==> src/rtl/gray_counter_n_pkg.sv <==
// rtl/gray_counter_n_pkg.sv - shared bounds and mode encodings for gray_counter_n
package gray_counter_n_pkg;

  localparam int GC_WIDTH_MIN = 2;
  localparam int GC_WIDTH_MAX = 16;

  localparam int SATURATE_WRAP = 0;
  localparam int SATURATE_HOLD = 1;

endpackage

==> src/rtl/gray_counter_n_gray2bin.sv <==
// rtl/gray_counter_n_gray2bin.sv - combinational Gray-to-binary prefix XOR
module gray2bin #(
  parameter int WIDTH = 8
) (
  input  logic [WIDTH-1:0] gray_i,
  output logic [WIDTH-1:0] bin_o
);

  // Each binary bit is the XOR of all Gray bits at or above its position.
  always_comb begin
    bin_o = '0;
    for (int i = 0; i < WIDTH; i++) begin
      bin_o[i] = ^(gray_i >> i);
    end
  end

endmodule

==> src/rtl/gray_counter_n.sv <==
// rtl/gray_counter_n.sv - up/down Gray counter with parallel binary register
module gray_counter_n
  import gray_counter_n_pkg::*;
#(
  parameter int WIDTH    = 8,
  parameter int SATURATE = SATURATE_WRAP
) (
  input  logic             clk,
  input  logic             rst_n,
  input  logic             en,
  input  logic             up,
  input  logic             clr,
  input  logic             load,
  input  logic [WIDTH-1:0] load_val,
  output logic [WIDTH-1:0] q,
  output logic [WIDTH-1:0] bin,
  output logic             tc
);

  if (WIDTH < GC_WIDTH_MIN || WIDTH > GC_WIDTH_MAX) begin : g_width_check
    $error("gray_counter_n: WIDTH out of range");
  end

  logic [WIDTH-1:0] q_q, q_d;
  logic [WIDTH-1:0] bin_q, bin_d;
  logic [WIDTH-1:0] load_bin;
  logic [WIDTH-1:0] term_val;
  logic [WIDTH-1:0] delta;
  logic [WIDTH-1:0] step_bin;
  logic             at_term;

  gray2bin #(.WIDTH(WIDTH)) u_load_g2b (
    .gray_i (load_val),
    .bin_o  (load_bin)
  );

  assign term_val = up ? {WIDTH{1'b1}} : {WIDTH{1'b0}};
  assign at_term  = (bin_q == term_val);

  // One adder serves both directions: adding all-ones is a decrement.
  assign delta    = up ? {{(WIDTH-1){1'b0}}, 1'b1} : {WIDTH{1'b1}};
  assign step_bin = bin_q + delta;

  always_comb begin
    bin_d = bin_q;
    if (clr) begin
      bin_d = '0;
    end else if (load) begin
      bin_d = load_bin;
    end else if (en) begin
      if (SATURATE == SATURATE_HOLD && at_term) begin
        bin_d = bin_q;
      end else begin
        bin_d = step_bin;
      end
    end
  end

  assign q_d = bin_d ^ (bin_d >> 1);

  always_ff @(posedge clk or negedge rst_n) begin
    if (!rst_n) begin
      q_q   <= '0;
      bin_q <= '0;
    end else begin
      q_q   <= q_d;
      bin_q <= bin_d;
    end
  end

  assign q   = q_q;
  assign bin = bin_q;
  assign tc  = en & ~clr & ~load & at_term;

endmodule

==> config.mk <==
export PLATFORM = sky130hd
export DESIGN_NAME = gray_counter_n
export DESIGN_NICKNAME = d
export VERILOG_FILES = /design/src/rtl/gray_counter_n_pkg.sv /design/src/rtl/gray_counter_n_gray2bin.sv /design/src/rtl/gray_counter_n.sv
export SDC_FILE = /design/constraint.sdc
export NUM_CORES = 1
export LEC_CHECK = 0
export CAP_MARGIN = 20
export CORE_ASPECT_RATIO = 1.5
export CORE_MARGIN = 2
export CORE_UTILIZATION = 52
export CTS_BUF_LIST = sky130_fd_sc_hd__clkbuf_16
export CTS_CLUSTER_SIZE = 28
export DETAILED_ROUTE_END_ITERATION = 8
export GPL_TIMING_DRIVEN = 0
export PLACE_DENSITY_LB_ADDON = 0.05
export SYNTH_ARGS = -nofsm -noshare
export SYNTH_HDL_FRONTEND = slang
export SYNTH_HIERARCHICAL = 1
export SYNTH_SLANG_ARGS = --single-unit
export TNS_END_PERCENT = 20
==> constraint.sdc <==
create_clock -name clk -period 3.8 [get_ports clk]
set_input_delay 0.38 -clock clk [delete_from_list [all_inputs] [get_ports clk]]
set_output_delay 0.38 -clock clk [all_outputs]
set_load 0.1 [all_outputs]
* Yosys cells after proc, flatten, opt, wreduce, memory -nomap -nowiden
Index checks and enable logic that the tools add are counted.
** Word-level totals
- Register bits after elaboration :: 16
- Bits in latches :: 0
- RAM bits :: 0
- Memory bits (read-only) :: 0
- Word-level logic and storage cells :: 23
- Memories kept :: 0
** Cells by class
- Add/subtract/negate cells :: 1
- Multiply operators :: 0
- Divide/modulo/power cells :: 0
- $lt $le $gt $ge :: 0
- Equal/unequal tests :: 1
- Shifts and indexed selects :: 0
- Mux-type cells :: 5
- Bitwise operators :: 6
- Reduce and logical (&&, ||, !) cells :: 8
** Operator list (number)
- 8-bit XOR reduction :: 8
- 8-bit two-way mux :: 5
- 8-bit adder :: 1
- 8-bit == test :: 1
- 8-bit by 7-bit bitwise XOR with 8-bit output :: 1
- 1-bit AND :: 3
- 1-bit inverter :: 2

* Depth between registers and ports, before layout
- Depth in word-level cells :: 6
- Depth in mapped cells :: 8

* By module
Netlist, hierarchy kept.
** Modules (own cells, without submodules)
- gray_counter_n :: times used 1, cells each 110, area an instance 1091.0 um^2, sequential area each 375.4 um^2
- gray2bin :: times used 1, cells each 10, area an instance 125.1 um^2, sequential area each 0.0 um^2

* Worst setup path after synthesis
No wires, ideal clock.
- Kind :: register to register
- From :: register bin_q[0] (netlist: bin[0])
- To :: register q_q[3] (netlist: q[3])
- Library setup time :: 0.125 ns
- Arrival time :: 2.775 ns
- Required time :: 3.675 ns
- Setup slack :: 0.900 ns
- Stages on the path, launching flop included :: 9
- Buffers on the path :: 0
- Path through :: dfrtp_1 -> inv_1 -> fa_1 -> nor2b_4 -> o21ai_1 -> and3_1 -> o21a_1 -> o31ai_4 -> mux2_4
** Between the ends
- Longest elaborated chain between the ends :: 5
** RTL lines
- start, declared :: line gray_counter_n.sv:25 : logic [WIDTH-1:0] bin_q, bin_d;
- start signal, assigned :: line gray_counter_n.sv:67 : bin_q <= bin_d;
- 8-bit adder :: line gray_counter_n.sv:42 : assign step_bin = bin_q + delta;
- 8-bit two-way mux :: line gray_counter_n.sv:50 : end else if (en) begin
- 8-bit two-way mux :: line gray_counter_n.sv:48 : end else if (load) begin
- 8-bit two-way mux :: line gray_counter_n.sv:46 : if (clr) begin
- 8-bit by 7-bit bitwise XOR with 8-bit output :: line gray_counter_n.sv:59 : assign q_d = bin_d ^ (bin_d >> 1);
- named net q_d[3] :: line gray_counter_n.sv:24 : logic [WIDTH-1:0] q_q, q_d;
- end signal, assigned :: line gray_counter_n.sv:66 : q_q <= q_d;
- end, declared :: line gray_counter_n.sv:24
The timed path passes the listed nets, and every way through them passes these cells.

* Worst setup path after layout
- From :: input port up
- To :: output port tc
** Between the ends
- Longest elaborated chain between the ends :: 3
** RTL lines
- start, declared :: line gray_counter_n.sv:11 : input logic up,
- 8-bit two-way mux :: line gray_counter_n.sv:37 : assign term_val = up ? {WIDTH{1'b1}} : {WIDTH{1'b0}};
- 8-bit == test :: line gray_counter_n.sv:38 : assign at_term = (bin_q == term_val);
- 1-bit AND :: line gray_counter_n.sv:73 : assign tc = en & ~clr & ~load & at_term;
- end, declared :: line gray_counter_n.sv:17 : output logic tc
No other way between the ends.

==> results.md <==
- Pwr dens: around 580 nW/µm²
- VDD IR max: 0.527 mV
- First-pass GRT wire length: ~4500 µm
- Antenna Nets Post-Route: 0
- GR Util met1: 0.234
- H-tree depth: 1
- Synth Net Count: about 140
- Routed vias: ~1000
- Met3 GRT Util: 0.0401
- Area contributors post-synth: dfrtp_1, xnor2_1, ha_1, a21oi_1, xor2_1
- GR Util met2: 0.384
- Setup Skew: ~0.00092 ns
- Synth unique cells: 47
- Yosys top cell area share: 0.309
- TritonCTS buffer count: 3
- Placed instance count: roughly 170
- Post-Synthesis Cells: 120
- Vias in the first global route: about 1100
- Synth Flop Type: dfrtp_1
- Leak: approximately 0.00073 µW
- Slew Limit Fails: 0
- Synth Area per Inst: 10.1 µm²
- Initial drt markers: 24
- CP Capture Type: primary output
- Yosys reg bits: 15
- CTS tree: done
- Largest net degree at the start of global routing: 16
- Buffer levels on the longest clock path: 2
- Final hold slack: between 0.3 and 0.4 ns
- RD Place Congestion: approximately 0.94
- Post-synth EDFFs: 0
- Register area share after synthesis: 0.309
- Clock latency on the worst-skew pair: ~0.25 ns
- Tmin final: about 3.6 ns
- Largest area contributor in the netlist: dfrtp_1
- Max Clk Rate: around 270 MHz
- Crit path kind: primary input to primary output
- Initial antenna violation count: 0
- Core Area: 2230 µm²
- Total negative slack: 0 ns
- Share of cells above drive strength 1: 0.164
- Initial Util: 0.545
- Mean routed wirelength per cell: ~15 µm
- Via density: ~5.7
- Worst setup SP type: primary input
- Post-DP Area: roughly 1500 µm²
- Site row count: 21
- Boundary Pins: 31
- GRT Resource Usage Total: 0.221
- Crit path DAT: 3.27 ns
- Total Wirelength: ~2700 µm
- Asr flop ratio synth: 1.00
- Grt ovf: 0
- Hold-fix buffers, CTS: 0
- Reg-to-reg slack, setup: between 1 and 1.5 ns
- Most frequent cell after synthesis: dfrtp_1
- Total setup buffers inserted after CTS: 0
- Most common library cells after synthesis: dfrtp_1, nor2_1, xnor2_1, a21oi_1, inv_1
- Clk root buf: clkbuf_16
- Clk sinks: 15
- Ant. Diodes: 0
- Total number of yosys warnings: 6
- Worst min path class: primary input to flip-flop
- Die Span Y: between 60 and 70 µm
- Crit Path Max Fanout: 6
- Slew HR: 0.348
- HPWL Detailed: about 2000 µm
- Req. time, crit path: approximately 3.4 ns
- Max_cap viols: 0
- Slew @ Worst Pin: about 1 ns
- Final setup viols: 0
- DRC Markers: 0
- Mapped Area: between 1000 and 1500 µm²
- Final nets: around 170
- Clk slew on worst S/H paths: about 0.050 ns
- DRT Pass-1 Iters: 4
- Post-route cell area: 1610 µm²
- Input/output buffers: 28
- Die Span X: between 40 and 50 µm
- Unrepaired setup endpoints after global routing: no
- Final Cycle Share: 0.959
- Fin cells: roughly 180
- Die ar.: ~2700 µm²
- Status: finished clean
- Util after Layout: 0.719
- Area grow syn2layout: 32.0%
- Final Hold Viols: 0
- Top Usage Layer GRT: met2
- Post-CTS sizing: 0
==> worst paths after layout <==
kind / cells after the start / to / start
setup / recovery: 7 / tc / up
hold / removal: 2 / q[2] / clr
setup reg to reg: 8 / q[3] / bin[0]
hold reg to reg: 5 / q[2] / bin[2]
max in group asynchronous: 1 / bin[7] / rst_n
min in group asynchronous: 1 / q[5] / rst_n
==> power by group <==
part	total (µW)	internal [µW]	switching [µW]
Combinational	518	162	356
Sequential	206	189	16.9
Clock	206	141	65.3
Total	930	492	438
==> worst max-delay path: stages <==
cell,delay [ns]
clkdlybuf4s50_1,0.58
inv_1,0.18
ha_1,0.43
nand3_1,0.15
nor3b_1,0.22
and3_1,0.19
clkdlybuf4s50_1,1.13
==> routing by layer <==
metal  wire (µm)  share of wire  up-vias
met2        1450           0.55       28
met5           0              0        -
met4         106          0.040        0
met3          99          0.037        8
li1            -              -      475
met1         992           0.37      487
==> cell usage in the layout, fill, tap and decap left out, types with 2 or more instances in the layout <==
cell type,n
clkdlybuf4s50_1,28
dfrtp_1,15
nor2_1,11
xnor2_1,11
a21oi_1,10
inv_1,8
ha_1,6
xor2_1,5
nand3_1,4
and3_1,4
nand2_1,4
clkbuf_16,3
o211ai_2,2
mux2_4,2
o21a_1,2
or3_1,2
buf_4,2
==> final cells by class <==
| cell class | instances | area, µm² |
|---|---|---|
| fillers | 166 | 628 |
| inverters | 9 | 33.8 |
| flip-flops and latches | 15 | 375 |
| multi-input cells | 90 | 753 |
| repair buffers | 28 | 280 |
| plain buffers | 6 | 53.8 |
| clock buffers | 3 | 75.1 |
| well taps | 23 | 28.8 |
| clock inverters | 1 | 5.00 |
==> cell families (layout without fill, tap and decap cells) <==
group	count (synthesis)	in the layout	share of synthesized area
muxes	4	4	0.0422
and+or+nand+nor	33	33	0.149
DFF	15	15	0.309
buffers and inverters	15	47	0.0720
adders and majority gates	7	7	0.0782
AOI/OAI and AO/OA	27	27	0.181
xor gates and xnor gates	19	19	0.169
==> registers in the layout, indices dropped and copies added, names as in the netlist <==
name  cells
q         7
bin       8
==> through the flow <==
step	power (µW)	worst slack, ns
finish	930	0.155
detailed placement	725	0.176
floorplan	611	0.900
global route	970	0.0451
CTS	936	0.153
global placement	717	0.200
Note: power is estimated with default switching activity, not from simulation.
